## src/rtl/pipe_ctrl_pkg.sv

```systemverilog
// pipe_ctrl_pkg: shared types and helpers for the TinyRV1 hazard controller.
//   byp_sel_t    : operand source select (RF / X / M / W).
//   stage_info_t : per-stage tracking record (val, rd, wen, is_load).
//   MUL_LAT_MAX  : largest supported multiplier latency.
// The rd field is sized for RA_W_MAX. Narrower register addresses are
// zero-extended into it, so RA_W must not exceed RA_W_MAX.
package pipe_ctrl_pkg;

    localparam int MUL_LAT_MAX = 16;
    localparam int RA_W_MAX    = 8;

    typedef enum logic [1:0] {
        BYP_RF = 2'd0,
        BYP_X  = 2'd1,
        BYP_M  = 2'd2,
        BYP_W  = 2'd3
    } byp_sel_t;

    typedef struct packed {
        logic                val;
        logic [RA_W_MAX-1:0] rd;
        logic                wen;
        logic                is_load;
    } stage_info_t;

    // True when stage s will write register src, src is a real read of a
    // nonzero register, and s holds a live instruction.
    function automatic logic raw_hit(input stage_info_t s,
                                     input logic [RA_W_MAX-1:0] src,
                                     input logic en);
        return en && (src != '0) && s.val && s.wen && (s.rd == src);
    endfunction

    // Youngest producer wins. A load in X has no data yet, so X is skipped
    // for loads; the load-use stall covers that case.
    function automatic byp_sel_t byp_pick(input logic [RA_W_MAX-1:0] src,
                                          input logic en,
                                          input stage_info_t x,
                                          input stage_info_t m,
                                          input stage_info_t w);
        if (raw_hit(x, src, en) && !x.is_load) return BYP_X;
        if (raw_hit(m, src, en))               return BYP_M;
        if (raw_hit(w, src, en))               return BYP_W;
        return BYP_RF;
    endfunction

endpackage

```

## src/rtl/pipe_mul_timer.sv

```systemverilog
// pipe_mul_timer: counts the extra cycles a MUL spends in X.
//   clk   : clock, rising edge
//   rst   : asynchronous reset, active low
//   start : a valid MUL is advancing D->X this cycle
//   busy  : MUL iterating in X (X must hold, D must stall)
// MUL_LAT = 1 never leaves IDLE.
module pipe_mul_timer
    import pipe_ctrl_pkg::*;
#(
    parameter int MUL_LAT = 4
) (
    input  logic clk,
    input  logic rst,
    input  logic start,
    output logic busy
);

    localparam int CW = $clog2(MUL_LAT) + 1;

    typedef enum logic {IDLE, BUSY} mstate_t;

    mstate_t        state_q, state_d;
    logic [CW-1:0]  mcnt_q, mcnt_d;

    always_ff @(posedge clk or negedge rst) begin
        if (!rst) begin
            state_q <= IDLE;
            mcnt_q  <= '0;
        end else begin
            state_q <= state_d;
            mcnt_q  <= mcnt_d;
        end
    end

    always_comb begin
        state_d = state_q;
        mcnt_d  = mcnt_q;
        busy    = 1'b0;
        case (state_q)
            IDLE: begin
                if (start && (MUL_LAT > 1)) begin
                    mcnt_d  = CW'(MUL_LAT - 1);
                    state_d = BUSY;
                end
            end
            BUSY: begin
                busy   = 1'b1;
                mcnt_d = mcnt_q - 1'b1;
                // Last busy cycle: the following cycle is the MUL's final one in X.
                if (mcnt_q == CW'(1)) state_d = IDLE;
            end
            default: state_d = IDLE;
        endcase
    end

endmodule

```

## src/rtl/pipe_hazard_ctrl.sv

```systemverilog
// pipe_hazard_ctrl: hazard / sequencing control for the 5-stage TinyRV1 pipe.
// Inputs : D-stage decode info (d_*), x_br_taken from the X branch unit.
// Outputs: fetch/decode enables, X hold, operand bypass selects, squashes,
//          X/M/W valid bits, register-file write port control, mul_busy.
// Build option PIPE_HAZARD_BYPASS_EN: defined -> full bypassing from X/M/W;
// undefined -> bypass selects tied to RF and every RAW against a live
// writer in X, M or W stalls D (the RF is not write-through).
module pipe_hazard_ctrl
    import pipe_ctrl_pkg::*;
#(
    parameter int RA_W    = 5,
    parameter int MUL_LAT = 4
) (
    input  logic            clk,
    input  logic            rst,
    input  logic            d_val,
    input  logic [RA_W-1:0] d_rs1,
    input  logic            d_rs1_en,
    input  logic [RA_W-1:0] d_rs2,
    input  logic            d_rs2_en,
    input  logic [RA_W-1:0] d_rd,
    input  logic            d_wen,
    input  logic            d_is_load,
    input  logic            d_is_mul,
    input  logic            d_is_jump,
    input  logic            x_br_taken,
    output logic            reg_en_F,
    output logic            reg_en_D,
    output logic            x_hold,
    output logic [1:0]      op1_byp_sel,
    output logic [1:0]      op2_byp_sel,
    output logic            squash_F,
    output logic            squash_D,
    output logic            val_X,
    output logic            val_M,
    output logic            val_W,
    output logic            rf_wen_W,
    output logic [RA_W-1:0] rf_waddr_W,
    output logic            mul_busy
);

    stage_info_t x_q, m_q, w_q;
    stage_info_t x_d, m_d, w_d;

    logic [RA_W_MAX-1:0] rs1, rs2, rd_in;
    logic load_use, raw_stall, stall_D, mul_start;

    assign rs1   = RA_W_MAX'(d_rs1);
    assign rs2   = RA_W_MAX'(d_rs2);
    assign rd_in = RA_W_MAX'(d_rd);

    pipe_mul_timer #(.MUL_LAT(MUL_LAT)) u_mul (
        .clk   (clk),
        .rst   (rst),
        .start (mul_start),
        .busy  (mul_busy)
    );

    assign x_hold = mul_busy;

    // Load data only exists from M onward, so a dependent in D waits one cycle.
    assign load_use = x_q.is_load &&
                      (raw_hit(x_q, rs1, d_rs1_en) || raw_hit(x_q, rs2, d_rs2_en));

`ifdef PIPE_HAZARD_BYPASS_EN
    assign raw_stall   = 1'b0;
    assign op1_byp_sel = byp_pick(rs1, d_rs1_en, x_q, m_q, w_q);
    assign op2_byp_sel = byp_pick(rs2, d_rs2_en, x_q, m_q, w_q);
`else
    assign raw_stall   = raw_hit(x_q, rs1, d_rs1_en) || raw_hit(x_q, rs2, d_rs2_en) ||
                         raw_hit(m_q, rs1, d_rs1_en) || raw_hit(m_q, rs2, d_rs2_en) ||
                         raw_hit(w_q, rs1, d_rs1_en) || raw_hit(w_q, rs2, d_rs2_en);
    assign op1_byp_sel = BYP_RF;
    assign op2_byp_sel = BYP_RF;
`endif

    assign stall_D  = d_val && (load_use || mul_busy || raw_stall);
    assign squash_D = x_q.val && x_br_taken;
    assign squash_F = squash_D || (d_val && d_is_jump && !stall_D);
    // A squashed D is dead, so the front end must move even if D would stall.
    assign reg_en_F = !stall_D || squash_D;
    assign reg_en_D = reg_en_F;

    assign mul_start = d_val && d_is_mul && !stall_D && !squash_D;

    always_comb begin
        x_d = '0;
        if (mul_busy)
            x_d = x_q;
        else if (!(stall_D || squash_D))
            x_d = '{val: d_val, rd: rd_in, wen: d_wen, is_load: d_is_load};
        m_d = mul_busy ? '0 : x_q;
        w_d = m_q;
    end

    always_ff @(posedge clk or negedge rst) begin
        if (!rst) begin
            x_q <= '0;
            m_q <= '0;
            w_q <= '0;
        end else begin
            x_q <= x_d;
            m_q <= m_d;
            w_q <= w_d;
        end
    end

    assign val_X      = x_q.val;
    assign val_M      = m_q.val;
    assign val_W      = w_q.val;
    assign rf_wen_W   = w_q.val && w_q.wen && (w_q.rd != '0);
    assign rf_waddr_W = w_q.rd[RA_W-1:0];

    // Load flags past X carry no control meaning; kept for debug visibility.
    logic unused_bits;
    assign unused_bits = m_q.is_load ^ w_q.is_load;

endmodule

```

## config.mk

```make
export PLATFORM = sky130hd
export DESIGN_NAME = pipe_hazard_ctrl
export DESIGN_NICKNAME = d
export VERILOG_FILES = /design/src/rtl/pipe_ctrl_pkg.sv /design/src/rtl/pipe_mul_timer.sv /design/src/rtl/pipe_hazard_ctrl.sv
export SDC_FILE = /design/constraint.sdc
export NUM_CORES = 1
export LEC_CHECK = 0
export BUFFER_PORTS_ARGS = -buffer_cell sky130_fd_sc_hd__buf_2
export CAP_MARGIN = 0
export CORE_MARGIN = 3
export CORE_UTILIZATION = 46
export CTS_BUF_LIST = sky130_fd_sc_hd__clkbuf_16
export DETAILED_ROUTE_END_ITERATION = 8
export PLACE_DENSITY = 0.75
export SLEW_MARGIN = 25
export SYNTH_ARGS = -nofsm -noshare
export SYNTH_HDL_FRONTEND = slang
export SYNTH_SLANG_ARGS = --single-unit
```

## constraint.sdc

```tcl
create_clock -name clk -period 1.82 [get_ports clk]
set_clock_uncertainty 0.05 [all_clocks]
set_input_delay 0.273 -clock clk [delete_from_list [all_inputs] [get_ports clk]]
set_output_delay 0.273 -clock clk [all_outputs]
set_load 0.1 [all_outputs]
```

==> results.yml, run 1 <==
synthesis:
  synth_edf_count: 0
  syn_inst: 142
  netlist_area_sq_mm: 0.001456
  synthFlopType: "dfrtp_1"
  ys_async_sr_fraction: 1.000
  syn_area_per_cell_sq_um: 10.26
  yosys_warnings: 0
  seq_area_frac_synth: 0.4296
  yosys.cell_types.count: 30
  ys_seq_elements: 25
timing:
  min_period_ps: 2500
  final.period_utilization: 1.374
  hold_viol: 0
  worstMarginPinSlew_ps: 556.8
  holdWs_ps: 225.7
  setup_violations: 13
  setup_slack_ps: -679.8
  slew_headroom: 0.6288
  drv_slew: 0
  rsz0062_at_grt: "true"
  max_clock_freq_mhz: 400.0
drt:
  via_per_inst: 5.145
  dr.first_iter.drc_count: 52
  drtAntennaViolNets: 0
  drc: 0
  via_count: 1276
  detail_route.wl_per_cell_um: 15.38
  first_pass_iters: 4
  drt-total-wl_mm: 3.813
grt:
  antenna_found_initial: 0
  grt_pass1_wl_mm: 6.292
  use_met2: 0.3777
  grt_pass1_vias: 1343
  grt-busiest-layer: "met2"
  grtUsageMet3: 0.03784
  grt_util_met1: 0.2316
  grt_overflow: 0
  grt_max_degree: 31
  grt_util_all_layers: 0.2045
clock_network:
  cts_buffer_depth: 2
  htree_num_levels: 1
  clk_pin_slew_ps: 60
  cts_sinks: 25
  cts_tree: "yes"
  clock_latency_ps: 260
  root_buffer: "clkbuf_16"
  cts-buffers-inserted: 3
place:
  port_buffers: 38
  globalplace.congestion: 0.8527
  dp_slack_ps: -628.6
  dp_hpwl_mm: 2.904
layout:
  drive_gt1_frac: 0.4757
  antennaDiodeCount: 0
  nNetsFinal: 234
  syn_to_final_growth_pct: 43.73
critical_path:
  crit_required_ps: 1500
  crit_path_end_kind: "output port"
  cp-start-kind: "register"
  worstPathArrival_ps: 2180
  cp_max_fo: 3
  path_class: "register to output port"
floorplanning:
  core_sq_mm: 0.002877
  dieArea_sq_mm: 0.003877
  start_util: 0.5063
  boundaryPins: 44
  die_h_um: 62.27
  die_width_um: 62.27
  rows: 19
flow_run:
  cap_violations: 0
outcome:
  violations: "negative setup slack"
  outcome: "finished, violations left"
pwr:
  p_leak_nw: 0.9972
  vdd_drop_max_mv: 1.064
  p_per_area_mw_per_mm2: 1808
hold_path:
  hp-class: "input port to register"
## layout make-up
| cell class | instances | area [sq um] |
|---|---|---|
| fill | 225 | 783.3 |
| inverter | 4 | 18.77 |
| sequential | 25 | 633.1 |
| multi-input combinational | 101 | 802.0 |
| clock inverter | 1 | 3.754 |
| timing repair buffer | 72 | 508.0 |
| clock buffer | 3 | 75.07 |
| tap | 42 | 52.55 |
## sequential cells by signal, indices dropped and copies added (netlist names)
signal and flops:
val_M 1, m_q 6, val_X 1, rf_waddr_W 5, w_q 1, val_W 1, u_mul.state_q 1, x_q 6
u_mul.mcnt_q 3
## critical path: stages, from the launching register on
cell	delay, ps
dfrtp_1	420
xor2_1	180
nor4_1	320
nand4_1	190
a31oi_4	200
nor4_2	80
nand3b_1	300
buf_12	240
## cell usage after synthesis (all sizes together) (2+ instances only)
master,number,area (sq um)
nand4,6,37.54
nor2,2,7.510
clkbuf,4,15.01
xnor2,13,113.9
or2,2,12.51
nand2,11,41.29
a21oi,2,10.01
nand3b,7,52.55
dfrtp,25,625.6
nor2b,7,43.79
inv,4,15.01
xor2,18,157.7
buf,11,82.58
ha,2,25.02
nor4,7,50.05
or4,2,15.01
o21ai,8,51.30
## path summary, 6_finish.rpt
| path | from | to | slack [ps] | depth (start not counted) |
|---|---|---|---|---|
| worst max-delay path | x_q[6] | reg_en_F | -680 | 7 |
| worst min-delay path | d_rd[4] | x_q[6] | 230 | 3 |
| worst max register to register | x_q[6] | u_mul.state_q | -340 | 9 |
| worst min register to register | m_q[1] | w_q[1] | 370 | 0 |
| max in group asynchronous | rst | val_W | 810 | 2 |
| min in group asynchronous | rst | rf_waddr_W[0] | 490 | 2 |
## placed cells by master, fill, tap and decap left out, types with 4 or more instances in the layout
| cell | netlist | final |
|---|---|---|
| nand4_1 | 6 | 6 |
| o21ai_2 | 3 | 5 |
| buf_12 | 0 | 4 |
| nor4_2 | 1 | 5 |
| xor2_1 | 18 | 18 |
| buf_2 | 0 | 34 |
| inv_1 | 4 | 4 |
| dfrtp_1 | 25 | 21 |
| conb_1 | 1 | 4 |
| nand3b_1 | 7 | 7 |
| xnor2_1 | 13 | 13 |
| nor2b_1 | 7 | 7 |
| buf_4 | 11 | 33 |
| nand2_1 | 11 | 10 |
## layer usage
metal	vias up	wire length [um]
met5	-	0
met4	0	73
met3	9	229
met2	47	2011
met1	617	1499
li1	603	-
## power by group
part	internal [mW]	switching [mW]	total [mW]
clock network	0.293	0.179	0.472
logic	0.758	1.54	2.30
registers	0.797	0.215	1.01
total	1.85	1.94	3.79
## per-stage QoR
step	std cells	setup TNS, ps	cell area, sq um	power (mW)	util
after floorplan	145	-3105	1526	2.727	-
after global placement	239	-4055	1936	3.172	0.6729
after detailed placement	239	-4823	1936	3.260	0.6729
after global routing	248	-5589	2093	3.973	0.7277
final	248	-4345	2093	3.785	0.7277
after CTS	246	-3308	2064	3.789	0.7177
## kinds of logic (layout without fill, tap and decap cells)
family	after synthesis	after routing	synth area share
adder cells (fa/ha/maj)	2	2	0.01718
XOR/XNOR	31	31	0.1864
other	1	4	0.002575
AO/OA/AOI/OAI	17	17	0.09451
buffers and inverters	19	80	0.07731
flip-flops	25	25	0.4296
AND/OR/NAND/NOR	47	47	0.1924
## repair_timing
| item | CTS | global route |
|---|---|---|
| buffers inserted | 2 | 2 |
| cloned | 0 | 0 |
| endpoints found under the hold margin | 25 | 0 |
| resized for setup | 4 | 3 |
| hold buffers | 1 | 0 |
| setup endpoints to repair | 14 | 14 |
| pin swaps | 8 | 5 |
Power figures use the tool's default switching activity.
==> run 2, diff against run 1 <==
Settings changed: ABC_CLOCK_PERIOD_IN_PS set to 1820, GPL_TIMING_DRIVEN set to 0.
==> run 2 against run 1 <==
Net effect: critical endpoint is now reg_en_D; core utilization is 0.30 points lower; highest routed layer unchanged; total power is 2.9% higher; global-route usage is 0.64 points lower; cell area is 0.42% lower; fmax is 7.2% lower; critical path type unchanged; flip-flop and latch count stayed put; largest cell class unchanged; combinational power is 2% higher; via count is 1.9% lower; routed wire length hardly changed; non-clock buffer count is 5 lower; the flow still finishes with violations (negative setup slack); clock-buffer cell count stayed put.
==> results.yml, run 2 (synthesized netlist as in run 1, its figures left out) <==
outcome:
  outcome: "finished, violations left"
  violations: "negative setup slack"
clock_network:
  htree_num_levels: 1
  root_buffer: "clkbuf_16"
  cts_tree: "yes"
  clock_latency_ps: 260
  cts-buffers-inserted: 3
  clk_pin_slew_ps: 60
  cts_sinks: 25
  cts_buffer_depth: 2
timing:
  setup_violations: 14
  final.period_utilization: 1.480
  min_period_ps: 2694
  rsz0062_at_grt: "true"
  finalSetupTns_ps: -5272
  max_clock_freq_mhz: 371.2
  worstMarginPinSlew_ps: 551.3
  setup_slack_ps: -874.0
  drv_slew: 0
  hold_viol: 0
  slew_headroom: 0.6325
  holdWs_ps: 236.1
drt:
  drc: 0
  via_count: 1252
  drt-total-wl_mm: 3.811
  dr.first_iter.drc_count: 61
  via_per_inst: 5.152
  detail_route.wl_per_cell_um: 15.68
  drtAntennaViolNets: 0
  first_pass_iters: 4
pwr:
  p_per_area_mw_per_mm2: 1869
  vdd_drop_max_mv: 1.172
  p_leak_nw: 0.9859
place:
  dp_hpwl_mm: 2.679
  port_buffers: 38
  globalplace.congestion: 0.8363
  dpl.cell_count: 225
  dp_slack_ps: -921.9
  placed_area_sq_mm: 0.001769
floorplanning:
  dieArea_sq_mm: 0.003877
  core_sq_mm: 0.002877
  start_util: 0.5063
  rows: 19
  die_width_um: 62.27
  boundaryPins: 44
  die_h_um: 62.27
layout:
  syn_to_final_growth_pct: 43.13
  drive_gt1_frac: 0.4726
  nNetsFinal: 229
  final-instance-count-excl-fill: 243
  multi_input_area_sq_um: 842.1
  final_cell_mix: "buf_2, buf_4, dfrtp_1"
  post-route-cell-area_sq_mm: 0.002085
  fill_cells: 202
  register_area_sq_um: 633.1
  mostFrequentLayoutCell: "buf_2"
  antennaDiodeCount: 0
critical_path:
  crit_required_ps: 1500
  regToRegSetupSlack_ps: -310
  cp-start-kind: "register"
  crit_path_end_kind: "output port"
  cp_max_fo: 3
  path_class: "register to output port"
  worstPathArrival_ps: 2370
grt:
  grt_pass1_wl_mm: 6.134
  use_met2: 0.3360
  grt_pass1_vias: 1317
  grt_util_all_layers: 0.1981
  antenna_found_initial: 0
  grtUsageMet3: 0.04144
  grt_max_degree: 26
  grt-busiest-layer: "met2"
  grt_overflow: 0
  grt_util_met1: 0.2367
flow_run:
  cap_violations: 0
hold_path:
  hp-class: "input port to register"
## run 2: changes by cell type in the layout (fill, tap and decap cells not counted)
| cell | previous run | this run |
|---|---|---|
| nor4_2 | 5 | 3 |
| buf_4 | 33 | 24 |
| xor2_2 | 0 | 2 |
| xnor2_1 | 13 | 11 |
| clkbuf_4 | 0 | 1 |
| clkbuf_1 | 0 | 3 |
| xnor2_2 | 0 | 2 |
| o21ai_1 | 3 | 1 |
| nor4_1 | 1 | 2 |
| xor2_1 | 18 | 16 |
| o21ai_2 | 5 | 7 |
| nor4_4 | 1 | 2 |
## run 2: final timing paths
path                          from             to  cells after the start
max                         x_q[5]       reg_en_D                      8
min                        d_rd[3]         x_q[5]                      3
max reg2reg                 x_q[5]  u_mul.state_q                      7
min reg2reg                 m_q[1]         w_q[1]                      0
max in group asynchronous      rst          val_W                      2
min in group asynchronous      rst  rf_waddr_W[2]                      2
## run 2: critical path, cell delays in order (launching register included)
cell and delay, ps:
dfrtp_1 430, xor2_1 170, nor4_1 400, nand4_1 160, a21oi_2 250, nor4_4 70, nand3b_1 270, buf_4 200
buf_12 160
## run 2: timing repair
item	in CTS	in global routing
gates cloned	0	0
buffers inserted	9	4
hold buffers	1	0
pin swaps	14	4
hold endpoints to repair	25	0
gates resized for setup	14	15
endpoints found under the setup margin	14	15
## run 2: through the flow
step,util,power [mW]
2_1_floorplan,-,2.727
4_1_cts,0.6916,3.744
3_5_place_dp,0.6151,3.091
6_report,0.7247,3.896
5_1_grt,0.7247,4.096
3_3_place_gp,0.6151,3.012
## run 2: final cells by class
cell class	count	area share
Clock inverter	1	0.001801
Buffer	15	0.05342
Multi-Input combinational cell	101	0.4040
Sequential cell	25	0.3037
Inverter	4	0.009004
Tap cell	42	0.02521
Timing Repair Buffer	52	0.1669
Clock buffer	3	0.03601
## run 2: power by group
group	internal, mW	switching [mW]	total, mW
combinational	0.806	1.55	2.35
sequential	0.797	0.272	1.07
clock	0.293	0.181	0.475
total	1.90	2.00	3.90
## run 2: per-layer routing
layer | share of wire | routed length (um) | vias to the layer above
met5 | 0 | 0 | -
met1 | 0.40 | 1527 | 596
li1 | - | - | 589
met3 | 0.048 | 183 | 19
met4 | 0.052 | 199 | 0
met2 | 0.50 | 1900 | 48
